**config.mk**
```make
export PLATFORM = sky130hd
export DESIGN_NAME = fft_mux_ctrl
export DESIGN_NICKNAME = d
export VERILOG_FILES = /design/src/rtl/fft_mux_ctrl.sv
export SDC_FILE = /design/constraint.sdc
export NUM_CORES = 1
export LEC_CHECK = 0
export ABC_AREA = 1
export BUFFER_PORTS_ARGS = -buffer_cell sky130_fd_sc_hd__buf_2
export CAP_MARGIN = 25
export CORE_ASPECT_RATIO = 1.1
export CORE_MARGIN = 3
export CORE_UTILIZATION = 35
export CTS_CLUSTER_SIZE = 10
export DETAILED_ROUTE_END_ITERATION = 7
export SLEW_MARGIN = 20
export SYNTH_ARGS = -nofsm -noshare
export SYNTH_HDL_FRONTEND = slang
export SYNTH_SLANG_ARGS = --single-unit
```
**constraint.sdc**
```tcl
create_clock -name clk -period 3.22 [get_ports clk]
set_clock_uncertainty 0.15 [all_clocks]
set_input_delay 0.483 -clock clk [delete_from_list [all_inputs] [get_ports clk]]
set_output_delay 0.483 -clock clk [all_outputs]
set_load 0.02 [all_outputs]
```
**src/rtl/fft_mux_ctrl.sv**
```systemverilog
// fft_mux_ctrl: frame sequencer for the external/feedback mux ahead of the FFT butterflies.
// Optional abort input is compiled in when FFT_MUX_CTRL_ABORT_EN is defined.
module fft_mux_ctrl #(
  parameter int LOAD_BEATS      = 4,
  parameter int STAGES          = 5,
  parameter int BEATS_PER_STAGE = 4,
  parameter int GAP             = 2,
  localparam int LB_MAX   = (LOAD_BEATS > BEATS_PER_STAGE) ? LOAD_BEATS : BEATS_PER_STAGE,
  localparam int LG_MAX   = (LB_MAX > GAP) ? LB_MAX : GAP,
  localparam int BEAT_MAX = (LG_MAX > 2) ? LG_MAX : 2,
  localparam int SW       = $clog2(STAGES + 1),
  localparam int BW       = $clog2(BEAT_MAX)
) (
  input  logic          clk,
  input  logic          rst,
  input  logic          start,
`ifdef FFT_MUX_CTRL_ABORT_EN
  input  logic          abort,
`endif
  input  logic          in_valid,
  input  logic          fb_valid,
  output logic          mux_flag,
  output logic          sel_valid,
  output logic [SW-1:0] stage_idx,
  output logic [BW-1:0] beat_idx,
  output logic          busy,
  output logic          done,
  output logic          protocol_err
);

  typedef enum logic [2:0] {S_IDLE, S_LOAD, S_GAP, S_CALC, S_DONE} state_t;

  localparam logic [BW-1:0] LOAD_LAST = BW'(LOAD_BEATS - 1);
  localparam logic [BW-1:0] CALC_LAST = BW'(BEATS_PER_STAGE - 1);
  localparam logic [BW-1:0] GAP_LAST  = (GAP > 0) ? BW'(GAP - 1) : '0;
  localparam logic [SW-1:0] STG_LAST  = SW'(STAGES - 1);
  localparam state_t        PASS_ENTRY = (GAP == 0) ? S_CALC : S_GAP;

  state_t        state_q, state_d;
  logic [BW-1:0] beat_q, beat_d;
  logic [SW-1:0] stage_q, stage_d;
  logic          mux_q, mux_d;
  logic          err_q, err_d;

  always_ff @(posedge clk) begin
    if (rst) begin
      state_q <= S_IDLE;
      beat_q  <= '0;
      stage_q <= '0;
      mux_q   <= 1'b1;
      err_q   <= 1'b0;
    end else begin
      state_q <= state_d;
      beat_q  <= beat_d;
      stage_q <= stage_d;
      mux_q   <= mux_d;
      err_q   <= err_d;
    end
  end

  always_comb begin
    state_d = state_q;
    beat_d  = beat_q;
    stage_d = stage_q;
    mux_d   = mux_q;
    err_d   = err_q;
    unique case (state_q)
      S_IDLE: begin
        mux_d = 1'b1;
        if (start) begin
          state_d = S_LOAD;
          beat_d  = '0;
          stage_d = '0;
          err_d   = 1'b0;
        end else if (fb_valid) begin
          err_d = 1'b1;
        end
      end
      S_LOAD: begin
        if (fb_valid) err_d = 1'b1;
        if (in_valid) begin
          if (beat_q == LOAD_LAST) begin
            beat_d  = '0;
            stage_d = '0;
            mux_d   = 1'b0;
            state_d = PASS_ENTRY;
          end else begin
            beat_d = beat_q + 1'b1;
          end
        end
      end
      S_GAP: begin
        if (in_valid || fb_valid) err_d = 1'b1;
        // The gap runs on time alone; valids cannot stretch or shorten it.
        if (beat_q == GAP_LAST) begin
          beat_d  = '0;
          state_d = S_CALC;
        end else begin
          beat_d = beat_q + 1'b1;
        end
      end
      S_CALC: begin
        if (in_valid) err_d = 1'b1;
        if (fb_valid) begin
          if (beat_q == CALC_LAST) begin
            beat_d = '0;
            if (stage_q == STG_LAST) begin
              state_d = S_DONE;
              mux_d   = 1'b1;
            end else begin
              stage_d = stage_q + 1'b1;
              state_d = PASS_ENTRY;
            end
          end else begin
            beat_d = beat_q + 1'b1;
          end
        end
      end
      S_DONE: begin
        mux_d   = 1'b1;
        beat_d  = '0;
        stage_d = '0;
        if (start) begin
          state_d = S_LOAD;
          err_d   = 1'b0;
        end else begin
          state_d = S_IDLE;
          if (in_valid || fb_valid) err_d = 1'b1;
        end
      end
      default: state_d = S_IDLE;
    endcase
`ifdef FFT_MUX_CTRL_ABORT_EN
    // Abort outranks start and valids; the error flag survives it.
    if (abort && state_q != S_IDLE) begin
      state_d = S_IDLE;
      beat_d  = '0;
      stage_d = '0;
      mux_d   = 1'b1;
      err_d   = err_q;
    end
`endif
  end

  always_comb begin
    busy      = 1'b0;
    done      = 1'b0;
    sel_valid = 1'b0;
    unique case (state_q)
      S_LOAD: begin
        busy      = 1'b1;
        sel_valid = in_valid;
      end
      S_GAP:  busy = 1'b1;
      S_CALC: begin
        busy      = 1'b1;
        sel_valid = fb_valid;
      end
      S_DONE: done = 1'b1;
      default: ;
    endcase
  end

  assign mux_flag     = mux_q;
  assign stage_idx    = stage_q;
  assign beat_idx     = beat_q;
  assign protocol_err = err_q;

endmodule

```
==> results.cfg <==
[run_status]
status = completed

[logic_synthesis]
yosysWarnings = 0
synth_cell_types = 18
syn_area_per_cell_um2 = 6.23
syn_nets = 129
yosysSeqAreaShare_pct = 27.0
syn_area_um2 = 742
ys_seq_elements = 10
synthCells = 119

[place]
dp_hpwl_um = 1310
placed_cell_area_um2 = 846
place_congestion = 0.824
io_buffers = 14

[min_path]
worstHoldPathCells = 2
hp-start = rst
hold_end = stage_idx[2]$_SDFFE_PP0P_
hold_path_class = input port to flop

[drt]
viasPerCell = 4.65
route.detailed.wl_per_inst_um = 9.91
dr_total_vias = 762
drc = 0
final_antenna_net_count = 0
drt-initial-drc-count = 21
first_pass_iters = 4
wl_um = 1630

[timing]
slew_headroom_pct = 79.6
min_period_over_period_pct = 64.7
fmax_mhz = 480
worstMarginPinSlew_ps = 304
post-route-min-period_ps = 2080
tns_ps = 0
hold_viol = 0
grt_setup_unrepaired = false
setup_viol = 0
maxSlewViolCount = 0

[critical_path]
crit_path_max_fanout = 7
r2r_slack_ps = 1720
slowest_delay_ps = 450
cp_cell_sequence = nand2_2, nor2_4, inv_1, o21ai_0, buf_2
r2r-end = stage_idx[1]$_SDFFE_PP0P_
crit_path_start_kind = flop
crit_required_ps = 2590
path_buf_inv = 2
r2r_cells = 10
arrival_ps = 1450
end_kind = output port
critPathSlowestCell = dfxtp_1
critPathKind = flop to output port
critPathTopFamily = flip-flops
regToRegStartpoint = stage_idx[0]$_SDFFE_PP0P_

[cells_and_area]
fin_util_pct = 46.9
drive_above_1_share_pct = 22.6
fin_nets = 148
nFillCells = 213
syn_to_final_growth_pct = 18.9
diodes = 0
fin_area_um2 = 882

[global_route]
first_global_vias = 648
grt_use_met3_pct = 5.18
grt_pass1_wl_um = 2820
grt_use_met1_pct = 16.5
grtUsageTotal_pct = 13.6
busiest_layer = met2
grt_max_degree = 8
antenna_found_initial = 0
grt-ovfl-total = 0
met2_usage_pct = 23.1

[floorplanning]
start_util_pct = 39.4
die_w_um = 49.9
die-area_mm2 = 0.00271
chipHeight_um = 54.3
core_mm2 = 0.00188
ios = 15
row_count = 16

[cts]
cts_resized = 0
cts_tree = built
cts-buffers-inserted = 3
post_cts.repair.setup_buffers = 0
cts_hold_buf = 0
cts_max_level = 1
clkTransAtPathRegs_ps = 80
clock_latency_ps = 270
clk_path_buf_depth = 2
clock-sinks = 10
cts_root_buf = clkbuf_4

[power]
p_leak_uw = 0.000466
worst_ir_drop_vdd_mv = 0.339
powerDensity_mw_per_mm2 = 844

[job]
maxCapViolations = 0
## cell usage after synthesis
master,count,share of area (%)
nand2_1,21,11
dfxtp_1,10,27
ha_1,5,8.4
or2_2,1,0.84
o21ai_0,10,6.7
nor2_4,1,1.5
inv_1,21,11
inv_2,2,1.0
xnor2_1,1,1.2
nand3_2,3,4.0
nor2_2,3,2.5
o22ai_1,2,1.7
nor2_1,20,10
nand3_1,8,5.4
nand2_2,3,2.5
nand4_1,2,1.7
o21ai_1,2,1.3
a21oi_1,4,2.7
## state kept, by name (all words and copies together), names as in the netlist
name          cells
stage_idx         3
state_q           3
mux_flag          1
beat_idx          2
protocol_err      1
## report_power, final
| part | leakage (µW) | internal (µW) | total [µW] | switching, µW |
|---|---|---|---|---|
| logic | 0.000362 | 145 | 424 | 279 |
| registers | 0.0000822 | 164 | 207 | 42.8 |
| clock network | 0.0000210 | 68.6 | 114 | 45.6 |
| total | 0.000466 | 377 | 744 | 368 |
## worst max-delay path by stage
stage / startpoint / endpoint / slack [ps] / cells after the start
after global placement: state_q[1]$_SDFFE_PP0P_ / sel_valid / 1490 / 5
after global routing: state_q[1]$_SDFFE_PP0P_ / sel_valid / 990 / 5
final: state_q[1]$_SDFFE_PP0P_ / sel_valid / 1140 / 5
after detailed placement: state_q[1]$_SDFFE_PP0P_ / sel_valid / 1420 / 5
after CTS: state_q[1]$_SDFFE_PP0P_ / sel_valid / 1130 / 5
after floorplan: state_q[1]$_SDFFE_PP0P_ / sel_valid / 1390 / 4
## routing by layer
| layer | vias to the layer above | routed length [µm] |
|---|---|---|
| li1 | 411 | - |
| met1 | 332 | 794 |
| met2 | 17 | 746 |
| met3 | 2 | 74 |
| met4 | 0 | 10 |
| met5 | - | 0 |
## cells in the final DEF (no fill, tap or decap), types with 3 or more instances in the layout
cell,netlist,layout
inv_1,21,21
nand2_1,21,21
nor2_1,20,20
buf_2,0,14
o21ai_0,10,10
dfxtp_1,10,10
nand3_1,8,8
ha_1,5,5
a21oi_1,4,4
nand2_2,3,3
nor2_2,3,3
nand3_2,3,3
clkbuf_4,0,3
## logic make-up (layout without fill, tap and decap cells)
group | count (synthesis) | count (layout) | share of synthesized area (%)
XOR/XNOR | 1 | 1 | 1.18
AO/OA/AOI/OAI | 18 | 18 | 12.5
flip-flops | 10 | 10 | 27.0
buffers and inverters | 23 | 41 | 11.6
adder cells (fa/ha/maj) | 5 | 5 | 8.43
AND/OR/NAND/NOR | 62 | 62 | 39.3
## stage by stage
| stage | instances | total power [µW] | hold WS [ps] | setup slack [ps] |
|---|---|---|---|---|
| after detailed placement | 160 | 633 | 333 | 1420 |
| final | 164 | 744 | 265 | 1140 |
| after global routing | 164 | 826 | 269 | 988 |
| after global placement | 160 | 635 | 332 | 1490 |
| after CTS | 164 | 751 | 258 | 1130 |
| after floorplan | 119 | 528 | 382 | 1390 |
## cell type report
type / instances / area (µm²) / area share, %
clock buffer: 4 / 36.3 / 4.11
inverter: 23 / 86.3 / 9.79
multi-input combinational: 86 / 455 / 51.6
sequential: 10 / 200 / 22.7
tap: 27 / 33.8 / 3.83
timing repair buffer: 14 / 70.1 / 7.94
Power figures use the tool's default switching activity.
